--- config.mk ---
export PLATFORM = sky130hd
export DESIGN_NAME = icache_axi_rd
export DESIGN_NICKNAME = d
export VERILOG_FILES = /design/src/rtl/icache_axi_rd_pkg.sv /design/src/rtl/icache_axi_rd.sv
export SDC_FILE = /design/constraint.sdc
export NUM_CORES = 1
export LEC_CHECK = 0
export ABC_AREA = 1
export CAP_MARGIN = 15
export CORE_MARGIN = 3
export CORE_UTILIZATION = 38
export CTS_BUF_LIST = sky130_fd_sc_hd__clkbuf_16
export DETAILED_ROUTE_END_ITERATION = 8
export PLACE_DENSITY = 0.91
export SLEW_MARGIN = 10
export SYNTH_ARGS = -nofsm -noshare
export SYNTH_HDL_FRONTEND = slang
export SYNTH_SLANG_ARGS = --single-unit
--- constraint.sdc ---
create_clock -name clk -period 1.47 [get_ports clk]
set_clock_uncertainty 0.1 [all_clocks]
set_input_delay 0.2205 -clock clk [delete_from_list [all_inputs] [get_ports clk]]
set_output_delay 0.2205 -clock clk [all_outputs]
set_load 0.1 [all_outputs]
--- src/rtl/icache_axi_rd_pkg.sv ---
// Shared definitions for the instruction-cache AXI4 single-beat refill reader.
// FSM state encodings (one-hot) and the fixed AXI read-address attributes.
`timescale 1ns/1ps
package icache_axi_rd_pkg;

  localparam int unsigned ADDR_W = 64;
  localparam int unsigned DATA_W = 64;
  localparam int unsigned ID_W   = 4;

  typedef enum logic [3:0] {
    ST_IDLE = 4'b0001,
    ST_AR   = 4'b0010,
    ST_R    = 4'b0100,
    ST_HOLD = 4'b1000
  } state_t;

  localparam logic [2:0] SIZE_8B    = 3'b011;
  localparam logic [1:0] BURST_INCR = 2'b01;
  localparam logic [1:0] RESP_OKAY  = 2'b00;
  localparam logic [7:0] LEN_SINGLE = 8'd0;

endpackage

--- src/rtl/icache_axi_rd.sv ---
// Instruction-cache miss refill: one outstanding single-beat AXI4 read per miss.
// Optional macro ICACHE_RD_ERR_EN adds the cache_rd_err output (rresp != OKAY).
`timescale 1ns/1ps
module icache_axi_rd
  import icache_axi_rd_pkg::*;
#(
  parameter logic [ID_W-1:0] AXI_ID = 4'd0
) (
  input  logic              clk,
  input  logic              rst,
  input  logic              cache_read_ena,
  input  logic [ADDR_W-1:0] cache_addr,
  input  logic              cache_read_resp,
  output logic [DATA_W-1:0] cache_in_data,
  output logic              cache_in_valid,
  output logic              arvalid,
  input  logic              arready,
  output logic [ADDR_W-1:0] araddr,
  output logic [ID_W-1:0]   arid,
  output logic [7:0]        arlen,
  output logic [2:0]        arsize,
  output logic [1:0]        arburst,
  input  logic              rvalid,
  output logic              rready,
  input  logic [DATA_W-1:0] rdata,
  input  logic [1:0]        rresp,
  input  logic [ID_W-1:0]   rid,
  input  logic              rlast
`ifdef ICACHE_RD_ERR_EN
  ,
  output logic              cache_rd_err
`endif
);

  state_t            state;
  logic [ADDR_W-1:0] addr_q;

  // Single-beat reads: rlast carries no information; low address bits are dropped on alignment.
`ifdef ICACHE_RD_ERR_EN
  logic unused_inputs;
  assign unused_inputs = ^{rlast, cache_addr[2:0]};
`else
  logic unused_inputs;
  assign unused_inputs = ^{rlast, rresp, cache_addr[2:0]};
`endif

  assign araddr  = addr_q;
  assign arid    = AXI_ID;
  assign arlen   = LEN_SINGLE;
  assign arsize  = SIZE_8B;
  assign arburst = BURST_INCR;

  // FSM with registered handshake and refill outputs.
  always_ff @(posedge clk) begin
    if (!rst) begin
      state          <= ST_IDLE;
      addr_q         <= '0;
      arvalid        <= 1'b0;
      rready         <= 1'b0;
      cache_in_valid <= 1'b0;
      cache_in_data  <= '0;
`ifdef ICACHE_RD_ERR_EN
      cache_rd_err   <= 1'b0;
`endif
    end else begin
      unique case (state)
        ST_IDLE: begin
          if (cache_read_ena) begin
            addr_q  <= {cache_addr[ADDR_W-1:3], 3'b000};
            arvalid <= 1'b1;
            state   <= ST_AR;
          end
        end
        ST_AR: begin
          if (arvalid && arready) begin
            arvalid <= 1'b0;
            rready  <= 1'b1;
            state   <= ST_R;
          end
        end
        ST_R: begin
          // Beats tagged with a foreign ID are drained and dropped.
          if (rvalid && (rid == AXI_ID)) begin
            rready         <= 1'b0;
            cache_in_valid <= 1'b1;
            cache_in_data  <= rdata;
`ifdef ICACHE_RD_ERR_EN
            cache_rd_err   <= (rresp != RESP_OKAY);
`endif
            state          <= ST_HOLD;
          end
        end
        ST_HOLD: begin
          if (cache_read_resp) begin
            cache_in_valid <= 1'b0;
`ifdef ICACHE_RD_ERR_EN
            cache_rd_err   <= 1'b0;
`endif
            state          <= ST_IDLE;
          end
        end
        default: begin
          state          <= ST_IDLE;
          arvalid        <= 1'b0;
          rready         <= 1'b0;
          cache_in_valid <= 1'b0;
        end
      endcase
    end
  end

endmodule

# Word level (Yosys, flattened, before mapping)

Cells that the tools add are included.

Equal/unequal tests: 8
Mux-type cells: 14
Bitwise logic cells: 3
Reduce and logical (&&, ||, !) cells: 12

Operators with widths:

| cell                                                                   | count |
|---|---|
| 4-bit 2-to-1 mux                                                       | 4 |
| 4-bit case mux with 4 select lines                                     | 1 |
| 1-bit case mux with 3 select lines                                     | 3 |
| 3-bit AND reduction                                                    | 3 |
| 2-bit inequality test (second input constant)                          | 4 |
| 1-bit 2-to-1 mux                                                       | 6 |
| 2-bit OR reduction                                                     | 3 |
| 4-bit by 1-bit equality test with 1-bit output (second input constant) | 1 |
| 4-bit by 2-bit equality test with 1-bit output (second input constant) | 1 |
| 4-bit by 3-bit equality test with 1-bit output (second input constant) | 1 |
| 4-bit equality test (second input constant)                            | 1 |
| 4-bit zero test                                                        | 1 |
| 2-bit AND reduction                                                    | 2 |
| 4-bit AND reduction                                                    | 1 |
| 1-bit NOT                                                              | 3 |
| 1-bit logical AND                                                      | 2 |

Register bits: 132
Input port bits: 141
Logic and storage cells: 43

# Logic depth before layout (Yosys ltp)

Word-level depth: 4
Mapped depth: 9

# Least setup slack after synthesis

Ideal clock, no wire load.

Path type: register to register
Start point: reg arvalid
End point: reg arvalid
Arrival: 1468 ps
Setup slack: -215 ps
Cell stages (with the launch flop): 6
Buffers on the path: 0
Clock period less this slack: 1685 ps
Cells stage by stage: dfxtp_1 nand2_1 nand2_1 nand3_1 o21ai_0 nor2_1

Longest elaborated chain between the ends: 3

Ends and longest elaborated chain:

| what                            | line                | text |
|---|---|---|
| start, declared                 | icache_axi_rd.sv:16 | `output logic arvalid,` |
| start signal, assigned          | icache_axi_rd.sv:58 | `arvalid <= 1'b0;` |
| start signal, assigned          | icache_axi_rd.sv:70 | `arvalid <= 1'b1;` |
| start signal, assigned          | icache_axi_rd.sv:76 | `arvalid <= 1'b0;` |
| 1-bit logical AND               | icache_axi_rd.sv:75 | `if (arvalid && arready) begin` |
| 2-bit inequality test (no line) | -                   |  |
| 3-bit AND reduction (no line)   | -                   |  |

No other way between the ends.
A chain may end at the register's enable or synchronous reset.

# Worst setup path after layout

Start point: reg state[0]
End point: reg cache_in_data[55]

Longest elaborated chain between the ends: 2

Ends and longest elaborated chain:

| what                                           | line                | text |
|---|---|---|
| start, declared                                | icache_axi_rd.sv:35 | `state_t state;` |
| start signal, assigned                         | icache_axi_rd.sv:56 | `state <= ST_IDLE;` |
| start signal, assigned                         | icache_axi_rd.sv:71 | `state <= ST_AR;` |
| start signal, assigned                         | icache_axi_rd.sv:78 | `state <= ST_R;` |
| 4-bit by 3-bit equality test with 1-bit output | icache_axi_rd.sv:66 | `unique case (state)` |
| 2-bit AND reduction (no line)                  | -                   |  |
| end signal, assigned                           | icache_axi_rd.sv:86 | `cache_in_data <= rdata;` |
| end, declared                                  | icache_axi_rd.sv:14 | `output logic [DATA_W-1:0] cache_in_data,` |

No other way between the ends.

==> impl_metrics.json <==
{
  "stdcell_count": 1096,
  "globalplace.congestion": 0.765,
  "yosys_register_bits": 132,
  "maxCapViolCount": 0,
  "clkSinkCount": 132,
  "ys_top_cells_by_area": "dfxtp_1 (53%), nor2_1 (11%), nand3_1 (6.5%)",
  "setup_violations": 55,
  "fp.dieH_um": 121,
  "port_buffers": 262,
  "synthCells": 638,
  "coreArea_um2": 12700,
  "synth-seq-area-share_pct": 52.9,
  "yosysTopAreaCellShare_pct": 52.9,
  "place_ws_ps": -406,
  "diodes": 0,
  "ir_drop_mv": 0.726,
  "drv_slew": 0,
  "crit_fanout": 11,
  "drc": 0,
  "power_leakage_nw": 4.17,
  "vias_per_cell": 5.14,
  "dr.pass1.iters": 5,
  "cp-end-kind": "flip-flop",
  "hp-class": "input port to flip-flop",
  "vias": 5629,
  "synth_commonest_cells": "nor2_1 (146), dfxtp_1 (132), nand2_1 (75)",
  "die_w_um": 121,
  "grt_pass1_wl_mm": 28.4,
  "synthArstFlopShare_pct": 0,
  "placed_cells": 1040,
  "cp-start-kind": "flip-flop",
  "final_nets": 1052,
  "cts_tree": "done",
  "synth_ff_type": "dfxtp_1",
  "synth_top_area_cell": "dfxtp_1",
  "clock_path_buffers": 2,
  "gr-total-overflow": 0,
  "grt_pass1_vias": 5480,
  "post-route-util_pct": 79.8,
  "outcome": "finished with violations",
  "clock_latency_ps": 410,
  "fmax_mhz": 638,
  "crit_arrival_ps": 1800,
  "area_delta_synth_final_pct": 103,
  "syn-cell-area_um2": 5000,
  "antenna_found_initial": 0,
  "drt_iter0_drc": 492,
  "grt_usage_pct": 24.9,
  "synth.most_common_cell": "nor2_1",
  "crit_path_cell_trace": "inv_2 > nand2_4 > nor2_4 > inv_4 > nor2_4 > buf_12 > clkbuf_16 > o21ai_1 > nor2_1",
  "tns_ps": -1650,
  "syn_avg_cell_area_um2": 7.83,
  "period_needed_ps": 1570,
  "failed_checks": "setup timing",
  "grt_max_degree": 64,
  "p_per_area_nw_per_um2": 1330,
  "worst_path_most_repeated_cell": "nor2_4",
  "ant_nets": 0,
  "rsz0062_at_grt": "true",
  "holdBufCountCts": 0,
  "synth.distinct_cells": 20,
  "ctsHtreeMaxLevel": 4,
  "synth_edf_count": 0,
  "rows": 41,
  "wl_per_cell_um": 19.4,
  "hold_viol": 0,
  "cts-root-buf": "clkbuf_16",
  "clkSlewWorstSetupHoldPaths_ps": 60,
  "slowest_delay_ps": 330,
  "dp_hpwl_mm": 12.7,
  "die_area_um2": 14600,
  "wirelength_mm": 21.2,
  "crit_required_ps": 1710,
  "yosysWarnings": 0,
  "setup_slack_ps": -96.8,
  "critPathKind": "flip-flop to flip-flop",
  "initial_core_util_pct": 39.3,
  "io_pins": 289,
  "drive_gt1_share_pct": 26.4,
  "numCtsBuffers": 17,
  "critPathSlowestCell": "dfxtp_2",
  "fin_crit_sh_pct": 107
}
[what timing repair did]
item,4_1_cts,5_1_grt
setup buffers,3,5
setup endpoints to repair,32,129
gates resized for setup,10,46
cloned,2,15
pin swaps,1,18
[metal layers]
| metal | wire length [um] | track usage (%) |
|---|---|---|
| met1 | 7500 | 25.5 |
| met2 | 11000 | 43.5 |
| met3 | 2170 | 12.1 |
| met4 | 568 | 9.99 |
| met5 | 0 | 0 |
[through the flow]
| stage | total power, mW | cell area (um^2) | hold slack (ps) |
|---|---|---|---|
| 2_1_floorplan | 6.76 | 5070 | 255 |
| 3_3_place_gp | 8.38 | 8970 | 385 |
| 3_5_place_dp | 8.47 | 8970 | 391 |
| 4_1_cts | 13.0 | 9680 | 35.1 |
| 5_1_grt | 13.9 | 10200 | 51.4 |
| 6_report | 13.5 | 10200 | 53.3 |
[cells in the final DEF, fill, tap and decap left out, drive strengths merged, types with 4 or more instances in the layout]
cell type / instances
buf: 160
nor2: 149
clkdlybuf4s50: 132
dfxtp: 132
nand2: 78
o21ai: 67
nand3: 65
a21oi: 63
clkbuf: 26
conb: 20
inv: 17
clkinv: 6
bufinv: 4
[sequential cells by signal (all words and copies together), names as in the netlist]
name            flops
araddr             61
arvalid             1
cache_in_data      64
cache_in_valid      1
rready              1
state               4
[area by class of cell]
class | instances | area, um^2
clock inverters | 15 | 173
inverters | 14 | 57.6
fillers | 681 | 2570
repair buffers | 301 | 4550
well taps | 172 | 215
clock buffers | 17 | 425
flip-flops and latches | 132 | 2650
multi-input cells | 445 | 2080
[critical path: cells and delay by family, from the launching register on]
kind	cells	cell delay, ps
DFF	1	330
and+or+nand+nor	4	520
buffers and inverters	4	460
AOI/OAI and AO/OA	1	70
[logic make-up after synthesis]
family	share of synthesized area [%]
and+or+nand+nor	24.4
DFF	52.9
AOI/OAI and AO/OA	13.1
buffers and inverters	9.41
other	0.150
[report_power, final]
part           internal (mW)  switching, mW
clock network           2.79           1.53
logic                   1.96           3.11
registers               3.84          0.269
total                   8.59           4.91
[path summary, 6_finish.rpt]
path | startpoint | end | cells after the start | slack, ps
worst max-delay path | state[0] | cache_in_data[55] | 9 | -100
worst min-delay path | rst | state[0] | 2 | 50
worst max register to register | state[0] | cache_in_data[55] | 9 | -100
worst min register to register | araddr[11] | araddr[11] | 2 | 400
No activity file was read; power rests on OpenSTA's default activity.
